<file path="config.mk">
export PLATFORM = sky130hd
export DESIGN_NAME = rng_digits
export DESIGN_NICKNAME = d
export VERILOG_FILES = /design/src/rtl/rng_digits.sv
export SDC_FILE = /design/constraint.sdc
export NUM_CORES = 1
export LEC_CHECK = 0
export CAP_MARGIN = 10
export CORE_MARGIN = 4
export CORE_UTILIZATION = 61
export DETAILED_ROUTE_END_ITERATION = 8
export GPL_TIMING_DRIVEN = 0
export PLACE_DENSITY_LB_ADDON = 0.08
export SLEW_MARGIN = 10
export SYNTH_ARGS = -nofsm -noshare
export SYNTH_HDL_FRONTEND = slang
export SYNTH_SLANG_ARGS = --single-unit
</file>
<file path="constraint.sdc">
create_clock -name CLK -period 3.7 [get_ports CLK]
set_input_delay 0.37 -clock CLK [delete_from_list [all_inputs] [get_ports CLK]]
set_output_delay 0.37 -clock CLK [all_outputs]
set_load 0.02 [all_outputs]
</file>
<file path="src/rtl/rng_digits.sv">
// rng_digits: button-timed decimal digit generator.
//
// The time GEN is held seeds a 32-bit Galois LFSR. NUM_DIGITS decimal digits
// are then drawn from the LFSR by rejection sampling, optionally without
// repeats. The result is presented atomically on RN with a one-cycle VALID.
//
// Parameters:
//   NUM_DIGITS   number of digits produced (1..10)
//   CNT_W        hold-time counter width (8..32)
//   ALLOW_REPEAT 1 = digits may repeat, 0 = all digits distinct
//
// Ports:
//   CLK    in   system clock, rising edge
//   RST_N  in   asynchronous active-low reset
//   GEN    in   asynchronous button level, high while held
//   RN     out  digit i at RN[4*i+3:4*i], i=0 generated first
//   VALID  out  one-cycle pulse when RN has just been updated
//   BUSY   out  high from the start of extraction until the result is out
module rng_digits #(
  parameter int NUM_DIGITS   = 4,
  parameter int CNT_W        = 32,
  parameter int ALLOW_REPEAT = 1
) (
  input  logic                    CLK,
  input  logic                    RST_N,
  input  logic                    GEN,
  output logic [4*NUM_DIGITS-1:0] RN,
  output logic                    VALID,
  output logic                    BUSY
);

  typedef enum logic [1:0] {
    S_IDLE    = 2'd0,
    S_EXTRACT = 2'd1,
    S_DONE    = 2'd2
  } state_e;

  localparam logic [31:0] LFSR_MASK = 32'h8020_0003;
  localparam logic [31:0] LFSR_ONE  = 32'h0000_0001;

  // One Galois step: shift right, fold in the tap mask when a 1 falls out.
  function automatic logic [31:0] lfsr_step(input logic [31:0] v);
    return {1'b0, v[31:1]} ^ (v[0] ? LFSR_MASK : 32'h0000_0000);
  endfunction

  state_e                  state_q, state_d;
  logic                    sync1_q, sync2_q, prev_q;
  logic [CNT_W-1:0]        count_q, count_d;
  logic [31:0]             lfsr_q, lfsr_d;
  logic [15:0]             used_q, used_d;
  logic [3:0]              idx_q, idx_d;
  logic [4*NUM_DIGITS-1:0] shadow_q, shadow_d;
  logic [4*NUM_DIGITS-1:0] rn_q, rn_d;
  logic                    valid_q, valid_d;
  logic                    busy_q, busy_d;

  logic                    gen_s, rise_s, fall_s;
  logic [31:0]             count_ext_s, seed_s, lfsr_nx_s;
  logic [3:0]              cand_s;
  logic                    accept_s;

  assign gen_s  = sync2_q;
  assign rise_s = gen_s & ~prev_q;
  assign fall_s = ~gen_s & prev_q;

  // Synchroniser, edge-detect history and all registered state.
  always_ff @(posedge CLK or negedge RST_N) begin
    if (!RST_N) begin
      sync1_q  <= 1'b0;
      sync2_q  <= 1'b0;
      prev_q   <= 1'b0;
      count_q  <= {CNT_W{1'b0}};
      lfsr_q   <= LFSR_ONE;
      used_q   <= 16'h0000;
      idx_q    <= 4'd0;
      shadow_q <= {(4*NUM_DIGITS){1'b0}};
      rn_q     <= {(4*NUM_DIGITS){1'b0}};
      valid_q  <= 1'b0;
      busy_q   <= 1'b0;
      state_q  <= S_IDLE;
    end else begin
      sync1_q  <= GEN;
      sync2_q  <= sync1_q;
      prev_q   <= sync2_q;
      count_q  <= count_d;
      lfsr_q   <= lfsr_d;
      used_q   <= used_d;
      idx_q    <= idx_d;
      shadow_q <= shadow_d;
      rn_q     <= rn_d;
      valid_q  <= valid_d;
      busy_q   <= busy_d;
      state_q  <= state_d;
    end
  end

  // Hold counter: a rising edge restarts the count, and that first high
  // cycle already counts, so count equals the number of synced high cycles.
  always_comb begin
    count_d = count_q;
    if (gen_s) begin
      count_d = (rise_s ? {CNT_W{1'b0}} : count_q) + {{(CNT_W-1){1'b0}}, 1'b1};
    end else begin
      count_d = count_q;
    end
  end

  // Seed and candidate datapath.
  always_comb begin
    count_ext_s              = 32'h0000_0000;
    count_ext_s[CNT_W-1:0]   = count_q;
    seed_s                   = lfsr_q ^ count_ext_s;
    lfsr_nx_s                = lfsr_step(lfsr_q);
    cand_s                   = lfsr_nx_s[3:0];
    accept_s = (cand_s <= 4'd9) && ((ALLOW_REPEAT != 0) || !used_q[cand_s]);
  end

  // Next-state logic and registered-output next values.
  always_comb begin
    state_d  = state_q;
    lfsr_d   = lfsr_q;
    used_d   = used_q;
    idx_d    = idx_q;
    shadow_d = shadow_q;
    case (state_q)
      S_IDLE: begin
        if (fall_s) begin
          lfsr_d  = (seed_s == 32'h0000_0000) ? LFSR_ONE : seed_s;
          used_d  = 16'h0000;
          idx_d   = 4'd0;
          state_d = S_EXTRACT;
        end else begin
          state_d = S_IDLE;
        end
      end
      S_EXTRACT: begin
        lfsr_d = lfsr_nx_s;
        if (accept_s) begin
          shadow_d[{idx_q, 2'b00} +: 4] = cand_s;
          used_d[cand_s]                = 1'b1;
          if (idx_q == 4'(NUM_DIGITS - 1)) begin
            state_d = S_DONE;
          end else begin
            idx_d = idx_q + 4'd1;
          end
        end else begin
          state_d = S_EXTRACT;
        end
      end
      S_DONE: begin
        state_d = S_IDLE;
      end
      default: begin
        state_d = S_IDLE;
      end
    endcase

    // RN and VALID change together on entry to DONE; the final digit is
    // taken from shadow_d so the whole word lands in one update.
    if (state_d == S_DONE && state_q == S_EXTRACT) begin
      rn_d    = shadow_d;
      valid_d = 1'b1;
    end else begin
      rn_d    = rn_q;
      valid_d = 1'b0;
    end
    busy_d = (state_d != S_IDLE);
  end

  assign RN    = rn_q;
  assign VALID = valid_q;
  assign BUSY  = busy_q;

endmodule

</file>
==> metrics.txt, run 1 <==
# TYPE chip_impl_metric gauge
chip_impl_info{name="outcome",value="complete, no violations"} 1
chip_impl_info{name="combinational_family_with_the_most_area_after_synthesis",value="simple AND/OR/NAND/NOR gates"} 1
chip_impl_metric{name="tightestPinTransition",unit="ns"} 0.657
chip_impl_metric{name="antenna_left",unit=""} 0
chip_impl_metric{name="clkSlewWorstSetupHoldPaths",unit="ns"} 0.12
chip_impl_metric{name="nFillCells",unit=""} 680
chip_impl_metric{name="post_drt_wl_per_cell",unit="µm"} 19.3
chip_impl_metric{name="cellPowerDensity",unit="mW/mm²"} 727
chip_impl_metric{name="setup-violations-final",unit=""} 0
chip_impl_info{name="rsz0062_at_grt",value="false"} 1
chip_impl_metric{name="wirelength",unit="mm"} 13.3
chip_impl_metric{name="cts_max_level",unit=""} 3
chip_impl_metric{name="globalRoute.totalOverflow",unit=""} 0
chip_impl_metric{name="worstPathMaxFanout",unit=""} 10
chip_impl_metric{name="cts_sinks",unit=""} 107
chip_impl_info{name="timing.critical_path.from_type",value="register"} 1
chip_impl_metric{name="finish.net_count",unit=""} 580
chip_impl_metric{name="initial_antenna_violation_count",unit=""} 0
chip_impl_info{name="timing.setup.critical_path_class",value="reg2reg"} 1
chip_impl_metric{name="layout-drive-gt1-share",unit="%"} 12.4
chip_impl_metric{name="vias_in_the_first_global_route",unit=""} 4250
chip_impl_metric{name="drt-initial-drc-count",unit=""} 362
chip_impl_metric{name="synth_enable_flop_cells",unit=""} 0
chip_impl_metric{name="ys_seq_elements",unit=""} 107
chip_impl_info{name="worstHoldStart",value="sync1_q$_DFF_PN0_"} 1
chip_impl_metric{name="placedCellCount",unit=""} 670
chip_impl_info{name="min-delay-path-class",value="reg2reg"} 1
chip_impl_metric{name="hold_depth",unit=""} 0
chip_impl_metric{name="synth.yosys.seq_area_share",unit="%"} 48.1
chip_impl_metric{name="worst_ir_drop_on_vdd",unit="V"} 0.000414
chip_impl_metric{name="ys_warn_count",unit=""} 0
chip_impl_metric{name="routabilityCongestion",unit=""} 0.973
chip_impl_info{name="synth_area_leader_cell",value="sky130_fd_sc_hd__dfrtp_1"} 1
chip_impl_metric{name="port_buffers",unit=""} 20
chip_impl_metric{name="synth_top_cell_area_share",unit="%"} 47.7
chip_impl_info{name="commonest_non_fill_non_tap_cells_in_the_layout",value="106 x sky130_fd_sc_hd__dfrtp_1, 40 x sky130_fd_sc_hd__o21ai_0, 39 x sky130_fd_sc_hd__xor2_1, 37 x sky130_fd_sc_hd__nand2_1, 32 x sky130_fd_sc_hd__mux2_2"} 1
chip_impl_metric{name="r2r.worst_path.cells",unit=""} 10
chip_impl_metric{name="maxCapViolations",unit=""} 0
chip_impl_metric{name="placeable_core_region",unit="mm²"} 0.00881
chip_impl_metric{name="timing_hold_violations_final",unit=""} 0
chip_impl_info{name="cts_tree",value="yes"} 1
chip_impl_metric{name="initial_utilization",unit="%"} 63.2
chip_impl_metric{name="pin_count",unit=""} 21
chip_impl_metric{name="yosysUniqueCellTypes",unit=""} 51
chip_impl_metric{name="postSynthNetCount",unit=""} 547
chip_impl_metric{name="post_synth_xor_area_fraction",unit="%"} 8.65
chip_impl_metric{name="dr.pass1.iters",unit=""} 5
chip_impl_metric{name="globalRouteTotalUtil",unit="%"} 25.5
chip_impl_metric{name="largest_net_degree_at_the_start_of_global_routing",unit=""} 80
chip_impl_metric{name="die_h",unit="µm"} 104
chip_impl_metric{name="final_max_slew_viol_count",unit=""} 0
chip_impl_metric{name="synth_compound_gate_area_share",unit="%"} 14.1
chip_impl_metric{name="synthesis.area_per_instance",unit="µm²"} 10.3
chip_impl_info{name="mostFrequentLayoutCell",value="sky130_fd_sc_hd__dfrtp_1"} 1
chip_impl_metric{name="cts_max_path_buffers",unit=""} 2
chip_impl_info{name="r2r-end",value="count_ext_s[30]$_DFFE_PN0P_"} 1
chip_impl_metric{name="fp.dieW",unit="µm"} 104
chip_impl_metric{name="worst_ep_arrival_time",unit="ns"} 3.78
chip_impl_metric{name="relative_slew_slack",unit="%"} 55.8
chip_impl_metric{name="layout.area.seq",unit="mm²"} 0.00268
chip_impl_metric{name="post-cts-setup-buffers",unit=""} 0
chip_impl_metric{name="grt_first_pass_wirelength",unit="mm"} 22.2
chip_impl_metric{name="worst_skew_pair.late_latency",unit="ns"} 0.38
chip_impl_metric{name="maxClockFrequency",unit="GHz"} 0.289
chip_impl_metric{name="routed_via_density",unit=""} 6.45
chip_impl_info{name="synth_area_leaders",value="sky130_fd_sc_hd__dfrtp_1 48%, sky130_fd_sc_hd__mux2_2 6.5%, sky130_fd_sc_hd__xor2_1 6.1%"} 1
chip_impl_metric{name="asyncSetResetFlopFracSynth",unit="%"} 100
chip_impl_metric{name="area_delta_synth_final",unit="%"} 10.5
chip_impl_metric{name="critPathRequiredTime",unit="ns"} 4.01
chip_impl_metric{name="worst-r2r-setup-slack",unit="ns"} 0.23
chip_impl_metric{name="drt_drc_violations_left",unit=""} 0
chip_impl_info{name="critPathCaptureType",value="register"} 1
chip_impl_metric{name="dp.final_hpwl",unit="mm"} 9.41
chip_impl_metric{name="die_area",unit="mm²"} 0.0107
chip_impl_metric{name="post_synthesis_simple_gate_area_fraction",unit="%"} 18.1
chip_impl_metric{name="adder_cell_share_of_the_synthesized_area",unit="%"} 0.674
chip_impl_info{name="hold-path-endpoint",value="gen_s$_DFF_PN0_"} 1
chip_impl_metric{name="leakagePower",unit="nW"} 2.60
chip_impl_metric{name="cts-buffers-inserted",unit=""} 9
chip_impl_metric{name="overall_power_after_layout",unit="mW"} 4.47
chip_impl_metric{name="detailroute.via_count",unit=""} 4432
chip_impl_metric{name="post_synth_inst_count",unit=""} 541
chip_impl_metric{name="multiInputGateArea",unit="mm²"} 0.00268
chip_impl_metric{name="floorplan.rows",unit=""} 34
chip_impl_metric{name="final_core_utilization",unit="%"} 69.9
chip_impl_metric{name="finalNonFillerCells",unit=""} 687
chip_impl_metric{name="final_period_minus_worst_setup_slack",unit="ns"} 3.47
chip_impl_metric{name="finClkSkew",unit="ns"} 0.0130
chip_impl_metric{name="syn_area",unit="mm²"} 0.00557
chip_impl_info{name="root_buffer",value="sky130_fd_sc_hd__clkbuf_8"} 1
chip_impl_info{name="worstReg2RegStart",value="prev_q$_DFF_PN0_"} 1
chip_impl_metric{name="mux_cell_area_share_after_synthesis",unit="%"} 6.65
chip_impl_info{name="synth_ff_type",value="sky130_fd_sc_hd__dfrtp_1"} 1
chip_impl_metric{name="num_antenna_cells",unit=""} 0
chip_impl_metric{name="final.period_utilization",unit="%"} 93.7
==> per-layer routing <==
metal	vias up	track usage (%)	share of wire, %
li1	2018	-	-
met1	2235	38.2	47
met2	160	37.9	45
met3	19	5.35	6.4
met4	0	6.93	1.4
met5	-	0	0
==> where the power goes <==
| group | total, mW | switching, mW | internal [mW] |
|---|---|---|---|
| clock network | 0.743 | 0.466 | 0.277 |
| logic | 1.90 | 1.08 | 0.819 |
| registers | 1.83 | 0.304 | 1.52 |
| total | 4.47 | 1.85 | 2.62 |
==> final cells by class <==
| cell class | count | area share [%] |
|---|---|---|
| Clock inverter | 7 | 1.44 |
| Tap cell | 108 | 2.20 |
| Clock buffer | 9 | 2.01 |
| Buffer | 34 | 2.18 |
| Inverter | 19 | 1.16 |
| Timing Repair Buffer | 22 | 3.88 |
| Sequential cell | 107 | 43.5 |
| Multi-Input combinational cell | 381 | 43.6 |
==> timing repair <==
action / 4_1_cts / 5_1_grt
resized for setup: 0 / 0
hold buffers: 1 / 0
hold endpoints to repair: 28 / 0
==> cell usage after synthesis (2+ instances only) <==
| cell type | count |
|---|---|
| sky130_fd_sc_hd__a21o_1 | 11 |
| sky130_fd_sc_hd__a21oi_1 | 28 |
| sky130_fd_sc_hd__a221o_1 | 18 |
| sky130_fd_sc_hd__a22o_1 | 2 |
| sky130_fd_sc_hd__a31oi_1 | 12 |
| sky130_fd_sc_hd__and2_1 | 3 |
| sky130_fd_sc_hd__and3_1 | 2 |
| sky130_fd_sc_hd__and4_1 | 4 |
| sky130_fd_sc_hd__buf_2 | 5 |
| sky130_fd_sc_hd__clkbuf_1 | 29 |
| sky130_fd_sc_hd__dfrtp_1 | 106 |
| sky130_fd_sc_hd__ha_1 | 3 |
| sky130_fd_sc_hd__inv_1 | 19 |
| sky130_fd_sc_hd__mux2_2 | 32 |
| sky130_fd_sc_hd__nand2_1 | 37 |
| sky130_fd_sc_hd__nand3_1 | 16 |
| sky130_fd_sc_hd__nand4_1 | 11 |
| sky130_fd_sc_hd__nor2_1 | 22 |
| sky130_fd_sc_hd__nor2b_1 | 2 |
| sky130_fd_sc_hd__nor3_1 | 5 |
| sky130_fd_sc_hd__nor3b_1 | 20 |
| sky130_fd_sc_hd__nor4_1 | 11 |
| sky130_fd_sc_hd__nor4_2 | 4 |
| sky130_fd_sc_hd__nor4b_1 | 4 |
| sky130_fd_sc_hd__o21a_1 | 2 |
| sky130_fd_sc_hd__o21ai_0 | 40 |
| sky130_fd_sc_hd__o31ai_1 | 2 |
| sky130_fd_sc_hd__or3_1 | 13 |
| sky130_fd_sc_hd__or4_1 | 2 |
| sky130_fd_sc_hd__or4_4 | 2 |
| sky130_fd_sc_hd__xnor2_1 | 16 |
| sky130_fd_sc_hd__xor2_1 | 39 |
==> critical path, stage by stage, from the launching register on <==
cell and delay (ns):
sky130_fd_sc_hd__dfrtp_1 0.33, sky130_fd_sc_hd__buf_2 0.19, sky130_fd_sc_hd__nand2b_1 0.12, sky130_fd_sc_hd__clkbuf_1 0.36, sky130_fd_sc_hd__and2_1 0.20, sky130_fd_sc_hd__ha_1 0.24, sky130_fd_sc_hd__nand4_1 0.37, sky130_fd_sc_hd__nor4_4 0.63
sky130_fd_sc_hd__nand4_1 0.27, sky130_fd_sc_hd__or4_1 0.52, sky130_fd_sc_hd__a21oi_1 0.15
==> worst max-delay path by stage <==
stage	from	to	cells after the start	slack [ns]
finish	prev_q$_DFF_PN0_	count_ext_s[30]$_DFFE_PN0P_	10	0.23
detailed placement	prev_q$_DFF_PN0_	count_ext_s[30]$_DFFE_PN0P_	10	0.34
CTS	prev_q$_DFF_PN0_	count_ext_s[30]$_DFFE_PN0P_	10	0.30
floorplan	prev_q$_DFF_PN0_	count_ext_s[30]$_DFFE_PN0P_	10	1.08
global route	prev_q$_DFF_PN0_	count_ext_s[30]$_DFFE_PN0P_	10	0.02
global placement	RST_N	RN[5]$_DFFE_PN0P_	1	-1.75
==> logic make-up (layout without fill, tap and decap cells) <==
group           count (synthesis)  in the layout
flops                         107            107
buf+inv                        53             91
simple gates                  168            168
mux                            33             33
fa+ha+maj                       3              3
compound gates                122            122
xor+xnor                       55             55
==> registers in the layout, indices dropped and copies added (netlist names), 2 cells and up <==
| signal | cells |
|---|---|
| RN | 16 |
| count_ext_s | 32 |
| idx_q | 4 |
| lfsr_q | 32 |
| shadow_q | 16 |
| state_q | 2 |
==> through the flow <==
step | hold slack (ns) | setup TNS [ns] | worst slack, ns | instance area, µm²
after global placement | 0.335 | -185.01 | -1.75 | 5900
after floorplan | 0.0744 | 0 | 1.08 | 5570
after CTS | 0.375 | 0 | 0.300 | 6150
after detailed placement | 0.264 | 0 | 0.340 | 5930
final | 0.371 | 0 | 0.235 | 6150
after global routing | 0.380 | 0 | 0.0249 | 6150
Power figures use the tool's default switching activity.
==> run 2: changes to the inputs <==
--- a/config.mk
+++ b/config.mk
@@ -7,5 +7,4 @@
 export LEC_CHECK = 0
 export CAP_MARGIN = 10
-export CORE_MARGIN = 4
 export CORE_UTILIZATION = 61
 export DETAILED_ROUTE_END_ITERATION = 8
==> constraint.sdc (replaced) <==
create_clock -name CLK -period 3.7 [get_ports CLK]
set_input_delay 0.74 -clock CLK [delete_from_list [all_inputs] [get_ports CLK]]
set_output_delay 0.74 -clock CLK [all_outputs]
set_load 0.02 [all_outputs]
==> metrics.txt, run 2 (same netlist as run 1, synthesis figures left out) <==
# TYPE chip_impl_metric gauge
chip_impl_metric{name="cts_sinks",unit=""} 107
chip_impl_metric{name="final.period_utilization",unit="%"} 94.4
chip_impl_info{name="outcome",value="complete, no violations"} 1
chip_impl_metric{name="maxClockFrequency",unit="GHz"} 0.286
chip_impl_metric{name="clkSlewWorstSetupHoldPaths",unit="ns"} 0.13
chip_impl_metric{name="final_core_utilization",unit="%"} 70.2
chip_impl_info{name="min-delay-path-class",value="in2async"} 1
chip_impl_info{name="crit_path_cell_trace",value="buf_2, nand2b_1, clkbuf_1, and2_1, ha_1, nand4_1, nor4_4, nand4_1, or4_1, a21oi_1"} 1
chip_impl_info{name="cts_tree",value="yes"} 1
chip_impl_metric{name="nFillCells",unit=""} 663
chip_impl_metric{name="num_antenna_cells",unit=""} 0
chip_impl_metric{name="worst_ir_drop_on_vdd",unit="V"} 0.000410
chip_impl_metric{name="routabilityCongestion",unit=""} 0.868
chip_impl_metric{name="worst_path_largest_cell_delay",unit="ns"} 0.61
chip_impl_metric{name="gates_resized_cts_repair",unit=""} 0
chip_impl_metric{name="die_h",unit="µm"} 97.5
chip_impl_metric{name="finClkSkew",unit="ns"} 0.0174
chip_impl_metric{name="finish.net_count",unit=""} 579
chip_impl_metric{name="dp.final_hpwl",unit="mm"} 9.46
chip_impl_metric{name="antenna_left",unit=""} 0
chip_impl_metric{name="worstPathBufferInverterCount",unit=""} 2
chip_impl_metric{name="globalRoute.totalOverflow",unit=""} 0
chip_impl_metric{name="drt_drc_violations_left",unit=""} 0
chip_impl_metric{name="wirelength",unit="mm"} 13.1
chip_impl_metric{name="worstPathMaxFanout",unit=""} 10
chip_impl_info{name="commonest_non_fill_non_tap_cells_in_the_layout",value="106 x sky130_fd_sc_hd__dfrtp_1, 40 x sky130_fd_sc_hd__o21ai_0, 39 x sky130_fd_sc_hd__xor2_1, 37 x sky130_fd_sc_hd__nand2_1, 32 x sky130_fd_sc_hd__mux2_2"} 1
chip_impl_metric{name="fp.dieW",unit="µm"} 97.5
chip_impl_metric{name="initial_antenna_violation_count",unit=""} 0
chip_impl_metric{name="maxCapViolations",unit=""} 0
chip_impl_info{name="critPathCaptureType",value="register"} 1
chip_impl_metric{name="routed_via_density",unit=""} 6.33
chip_impl_metric{name="grt_first_pass_wirelength",unit="mm"} 21.8
chip_impl_metric{name="worst_ep_arrival_time",unit="ns"} 3.80
chip_impl_metric{name="cellPowerDensity",unit="mW/mm²"} 728
chip_impl_metric{name="setup-violations-final",unit=""} 0
chip_impl_metric{name="layout-drive-gt1-share",unit="%"} 12.5
chip_impl_metric{name="critPathRequiredTime",unit="ns"} 4.01
chip_impl_info{name="timing.critical_path.from_type",value="register"} 1
chip_impl_metric{name="overall_power_after_layout",unit="mW"} 4.48
chip_impl_metric{name="drt-initial-drc-count",unit=""} 322
chip_impl_info{name="timing.setup.critical_path_class",value="reg2reg"} 1
chip_impl_info{name="critical_path.slowest_cell",value="sky130_fd_sc_hd__nor4_4"} 1
chip_impl_metric{name="leakagePower",unit="nW"} 2.60
chip_impl_metric{name="detailroute.via_count",unit=""} 4342
chip_impl_metric{name="floorplan.rows",unit=""} 34
chip_impl_metric{name="port_buffers",unit=""} 20
chip_impl_metric{name="final_max_slew_viol_count",unit=""} 0
chip_impl_info{name="crit_top_cell",value="sky130_fd_sc_hd__nand4_1"} 1
chip_impl_metric{name="vias_in_the_first_global_route",unit=""} 4249
chip_impl_info{name="mostFrequentLayoutCell",value="sky130_fd_sc_hd__dfrtp_1"} 1
chip_impl_metric{name="tightestPinTransition",unit="ns"} 0.688
chip_impl_metric{name="hold_buffers",unit=""} 0
chip_impl_metric{name="relative_slew_slack",unit="%"} 53.8
chip_impl_metric{name="largest_net_degree_at_the_start_of_global_routing",unit=""} 84
chip_impl_info{name="root_buffer",value="sky130_fd_sc_hd__clkbuf_8"} 1
chip_impl_metric{name="initial_utilization",unit="%"} 63.5
chip_impl_metric{name="post_drt_wl_per_cell",unit="µm"} 19.1
chip_impl_metric{name="cts_max_path_buffers",unit=""} 2
chip_impl_metric{name="cts-buffers-inserted",unit=""} 9
chip_impl_metric{name="timing_hold_violations_final",unit=""} 0
chip_impl_metric{name="die_area",unit="mm²"} 0.00951
chip_impl_metric{name="fin_area",unit="mm²"} 0.00615
chip_impl_metric{name="dr.pass1.iters",unit=""} 5
chip_impl_metric{name="globalRouteTotalUtil",unit="%"} 29.2
chip_impl_metric{name="placeable_core_region",unit="mm²"} 0.00876
chip_impl_info{name="rsz0062_at_grt",value="false"} 1
chip_impl_metric{name="post-cts-setup-buffers",unit=""} 0
chip_impl_metric{name="dpl-instance-area",unit="mm²"} 0.00593
chip_impl_metric{name="pin_count",unit=""} 21
chip_impl_metric{name="cts_max_level",unit=""} 3
chip_impl_metric{name="final_period_minus_worst_setup_slack",unit="ns"} 3.49
chip_impl_info{name="worst_path_dominant_cell_family",value="simple AND/OR/NAND/NOR gates"} 1
chip_impl_metric{name="area_delta_synth_final",unit="%"} 10.5
chip_impl_metric{name="worst_skew_pair.late_latency",unit="ns"} 0.39
-- run 2: cell types whose count changed in the layout (fill, tap and decap cells not counted), sizes merged --
cell | previous run | this run
inv | 22 | 23
clkinv | 4 | 3
dlygate4sd3 | 1 | 0
-- run 2: final timing paths --
path | startpoint | to | slack, ns | cells after the start
max in group asynchronous | RST_N | state_q[0]$_DFF_PN0_ | 2.85 | 2
min | RST_N | lfsr_q[8]$_DFFE_PN0P_ | 0.19 | 1
max | prev_q$_DFF_PN0_ | count_ext_s[30]$_DFFE_PN0P_ | 0.21 | 10
max reg2reg | prev_q$_DFF_PN0_ | count_ext_s[30]$_DFFE_PN0P_ | 0.21 | 10
min in group CLK | sync1_q$_DFF_PN0_ | gen_s$_DFF_PN0_ | 0.36 | 0
min reg2reg | sync1_q$_DFF_PN0_ | gen_s$_DFF_PN0_ | 0.36 | 0
-- run 2: final cells by class --
type / instances / area, µm² / area share, %
sequential: 107 / 2680 / 43.6
buffer: 34 / 134 / 2.18
tap: 108 / 135 / 2.20
multi-input combinational: 381 / 2680 / 43.6
clock inverter: 7 / 96.3 / 1.57
timing repair buffer: 21 / 229 / 3.72
inverter: 19 / 71.3 / 1.16
clock buffer: 9 / 124 / 2.01
-- run 2: metrics by stage --
stage | std cells | setup WS, ns | hold slack, ns | TNS, ns
floorplan | 541 | 1.08 | 0.331 | 0
finish | 686 | 0.208 | 0.192 | 0
global placement | 669 | -2.08 | 0.332 | -219.82
CTS | 686 | 0.293 | 0.191 | 0
global route | 686 | 0.0269 | 0.203 | 0
detailed placement | 670 | 0.346 | 0.335 | 0
-- run 2: metal layers --
layer  track usage (%)  wire length, µm  vias up
met3              4.46              760       27
met1              43.1             6120     2140
met2              44.6             5920      152
li1                  -                -     2023
met5                 0                0        -
met4              8.94              282        0
-- run 2: worst reg2reg max path: stages (launching register included) --
cell and delay, ns:
sky130_fd_sc_hd__dfrtp_1 0.35, sky130_fd_sc_hd__buf_2 0.21, sky130_fd_sc_hd__nand2b_1 0.13, sky130_fd_sc_hd__clkbuf_1 0.39, sky130_fd_sc_hd__and2_1 0.21, sky130_fd_sc_hd__ha_1 0.26, sky130_fd_sc_hd__nand4_1 0.38, sky130_fd_sc_hd__nor4_4 0.62
sky130_fd_sc_hd__nand4_1 0.22, sky130_fd_sc_hd__or4_1 0.50, sky130_fd_sc_hd__a21oi_1 0.15
-- run 2: where the power goes --
part           total [mW]  internal (mW)  switching, mW
logic                1.89          0.818           1.08
registers            1.82           1.52          0.300
clock network       0.758          0.283          0.475
total                4.48           2.62           1.85
==> run 3: changes to the inputs <==
--- a/config.mk
+++ b/config.mk
@@ -7,5 +7,5 @@
 export LEC_CHECK = 0
 export CAP_MARGIN = 10
-export CORE_UTILIZATION = 61
+export CORE_UTILIZATION = 45
 export DETAILED_ROUTE_END_ITERATION = 8
 export GPL_TIMING_DRIVEN = 0
==> constraint.sdc (replaced) <==
create_clock -name CLK -period 3.7 [get_ports CLK]
set_input_delay 0.555 -clock CLK [delete_from_list [all_inputs] [get_ports CLK]]
set_output_delay 0.555 -clock CLK [all_outputs]
set_load 0.02 [all_outputs]
==> metrics.txt, run 3 (same netlist as run 1, synthesis figures left out) <==
# TYPE chip_impl_metric gauge
chip_impl_info{name="min-delay-path-class",value="in2async"} 1
chip_impl_metric{name="globalRouteTotalUtil",unit="%"} 23.6
chip_impl_metric{name="layout-drive-gt1-share",unit="%"} 12.4
chip_impl_metric{name="fp.dieW",unit="µm"} 113
chip_impl_metric{name="routed_via_density",unit=""} 5.92
chip_impl_metric{name="finish.net_count",unit=""} 581
chip_impl_info{name="commonest_non_fill_non_tap_cells_in_the_layout",value="106 x sky130_fd_sc_hd__dfrtp_1, 40 x sky130_fd_sc_hd__o21ai_0, 39 x sky130_fd_sc_hd__xor2_1, 37 x sky130_fd_sc_hd__nand2_1, 32 x sky130_fd_sc_hd__mux2_2"} 1
chip_impl_metric{name="initial_utilization",unit="%"} 46.3
chip_impl_metric{name="final.period_utilization",unit="%"} 88.4
chip_impl_metric{name="placedCellCount",unit=""} 709
chip_impl_metric{name="pin_count",unit=""} 21
chip_impl_metric{name="worst_ir_drop_on_vdd",unit="V"} 0.000378
chip_impl_metric{name="maxCapViolations",unit=""} 0
chip_impl_metric{name="detailroute.via_count",unit=""} 4303
chip_impl_metric{name="cts_max_path_buffers",unit=""} 2
chip_impl_metric{name="initial_antenna_violation_count",unit=""} 0
chip_impl_metric{name="antenna_left",unit=""} 0
chip_impl_metric{name="vias_in_the_first_global_route",unit=""} 4190
chip_impl_metric{name="worst_skew_pair.late_latency",unit="ns"} 0.37
chip_impl_metric{name="routabilityCongestion",unit=""} 0.866
chip_impl_metric{name="setup-violations-final",unit=""} 0
chip_impl_metric{name="final_period_minus_worst_setup_slack",unit="ns"} 3.27
chip_impl_metric{name="dp.final_hpwl",unit="mm"} 9.87
chip_impl_info{name="top_layer_used",value="met4"} 1
chip_impl_info{name="root_buffer",value="sky130_fd_sc_hd__clkbuf_16"} 1
chip_impl_info{name="rsz0062_at_grt",value="false"} 1
chip_impl_metric{name="worst_ep_arrival_time",unit="ns"} 3.56
chip_impl_metric{name="met2WireLength",unit="mm"} 6.10
chip_impl_metric{name="globalRoute.totalOverflow",unit=""} 0
chip_impl_metric{name="hold_buffers",unit=""} 0
chip_impl_metric{name="relative_slew_slack",unit="%"} 54.2
chip_impl_metric{name="met1_length",unit="mm"} 6.79
chip_impl_metric{name="floorplan.rows",unit=""} 40
chip_impl_info{name="outcome",value="complete, no violations"} 1
chip_impl_metric{name="cts-buffers-inserted",unit=""} 9
chip_impl_metric{name="drt_drc_violations_left",unit=""} 0
chip_impl_metric{name="routed-wl-met3",unit="µm"} 795
chip_impl_info{name="timing.setup.critical_path_class",value="reg2reg"} 1
chip_impl_metric{name="wirelength",unit="mm"} 13.9
chip_impl_metric{name="port_buffers",unit=""} 20
chip_impl_metric{name="critPathRequiredTime",unit="ns"} 3.99
chip_impl_metric{name="placeable_core_region",unit="mm²"} 0.0120
chip_impl_info{name="timing.critical_path.from_type",value="register"} 1
chip_impl_metric{name="r2r.worst_path.cells",unit=""} 10
chip_impl_metric{name="finalNonFillerCells",unit=""} 727
chip_impl_info{name="critPathCaptureType",value="register"} 1
chip_impl_metric{name="die_area",unit="mm²"} 0.0128
chip_impl_info{name="r2r-end",value="count_ext_s[30]$_DFFE_PN0P_"} 1
chip_impl_metric{name="largest_net_degree_at_the_start_of_global_routing",unit=""} 62
chip_impl_info{name="cts_tree",value="yes"} 1
chip_impl_metric{name="overall_power_after_layout",unit="mW"} 4.64
chip_impl_info{name="mostFrequentLayoutCell",value="sky130_fd_sc_hd__dfrtp_1"} 1
chip_impl_metric{name="setup_slack_after_placement",unit="ns"} 0.325
chip_impl_metric{name="worst-r2r-setup-slack",unit="ns"} 0.43
chip_impl_metric{name="timing_hold_violations_final",unit=""} 0
chip_impl_metric{name="tightestPinTransition",unit="ns"} 0.682
chip_impl_metric{name="worstPathMaxFanout",unit=""} 10
chip_impl_metric{name="leakagePower",unit="nW"} 2.63
chip_impl_metric{name="cts_sinks",unit=""} 107
chip_impl_metric{name="dr.pass1.iters",unit=""} 4
chip_impl_metric{name="drt-initial-drc-count",unit=""} 376
chip_impl_metric{name="finClkSkew",unit="ns"} 0.0113
chip_impl_info{name="worstReg2RegStart",value="prev_q$_DFF_PN0_"} 1
chip_impl_metric{name="post_drt_wl_per_cell",unit="µm"} 19.2
chip_impl_metric{name="grt_first_pass_wirelength",unit="mm"} 22.9
chip_impl_metric{name="cts_max_level",unit=""} 3
chip_impl_metric{name="fin_area",unit="mm²"} 0.00627
chip_impl_metric{name="final_max_slew_viol_count",unit=""} 0
chip_impl_metric{name="die_h",unit="µm"} 113
chip_impl_metric{name="worst_slack_setup_final",unit="ns"} 0.430
chip_impl_metric{name="clkSlewWorstSetupHoldPaths",unit="ns"} 0.08
chip_impl_metric{name="gates_resized_cts_repair",unit=""} 0
chip_impl_metric{name="cellPowerDensity",unit="mW/mm²"} 741
chip_impl_metric{name="area_delta_synth_final",unit="%"} 12.6
chip_impl_metric{name="maxClockFrequency",unit="GHz"} 0.306
chip_impl_metric{name="dpl-instance-area",unit="mm²"} 0.00598
chip_impl_metric{name="num_antenna_cells",unit=""} 0
==> run 3: critical path, stage by stage, from the launching register on <==
cell                       delay (ns)
sky130_fd_sc_hd__dfrtp_1         0.32
sky130_fd_sc_hd__buf_2           0.20
sky130_fd_sc_hd__nand2b_1        0.13
sky130_fd_sc_hd__clkbuf_1        0.40
sky130_fd_sc_hd__and2_1          0.21
sky130_fd_sc_hd__ha_1            0.26
sky130_fd_sc_hd__nand4_1         0.35
sky130_fd_sc_hd__nor4_4          0.50
sky130_fd_sc_hd__nand4_1         0.17
sky130_fd_sc_hd__or4_1           0.50
sky130_fd_sc_hd__a21oi_1         0.15
==> run 3: cell type report <==
class,instances,area (µm²)
flip-flops and latches,107,2680
clock inverters,5,38.8
repair buffers,23,244
inverters,19,71.3
plain buffers,34,134
fillers,1116,5750
multi-input cells,381,2680
well taps,147,184
clock buffers,11,233
==> run 3: layer usage <==
layer | vias to the layer above | global-route usage [%]
met5 | - | 0
met2 | 120 | 34.0
li1 | 2022 | -
met3 | 20 | 6.11
met1 | 2141 | 34.4
met4 | 0 | 8.16
==> run 3: power breakdown <==
group          internal, mW  switching [mW]  leakage (nW)
Clock                 0.461           0.462         0.130
Combinational         0.817            1.07          1.11
Sequential             1.53           0.302          1.39
==> run 3: worst max-delay path by stage <==
stage | start | slack, ns | endpoint
2_1_floorplan | prev_q$_DFF_PN0_ | 1.08 | count_ext_s[30]$_DFFE_PN0P_
3_3_place_gp | RST_N | -2.20 | RN[0]$_DFFE_PN0P_
5_1_grt | prev_q$_DFF_PN0_ | 0.18 | count_ext_s[30]$_DFFE_PN0P_
4_1_cts | prev_q$_DFF_PN0_ | 0.31 | count_ext_s[30]$_DFFE_PN0P_
6_report | prev_q$_DFF_PN0_ | 0.43 | count_ext_s[30]$_DFFE_PN0P_
3_5_place_dp | prev_q$_DFF_PN0_ | 0.32 | count_ext_s[30]$_DFFE_PN0P_
==> run 3: timing repair <==
item,4_1_cts,5_1_grt
setup endpoints to repair,0,1
endpoints found under the hold margin,0,0
setup buffers,0,2
==> run 3: stage by stage <==
stage	hold slack (ns)	utilization [%]	TNS (ns)
after floorplan	0.259	-	0
after global placement	0.337	49.5	-233.74
after detailed placement	0.345	49.8	0
after CTS	0.135	52.0	0
after global routing	0.150	52.2	0
final	0.120	52.2	0
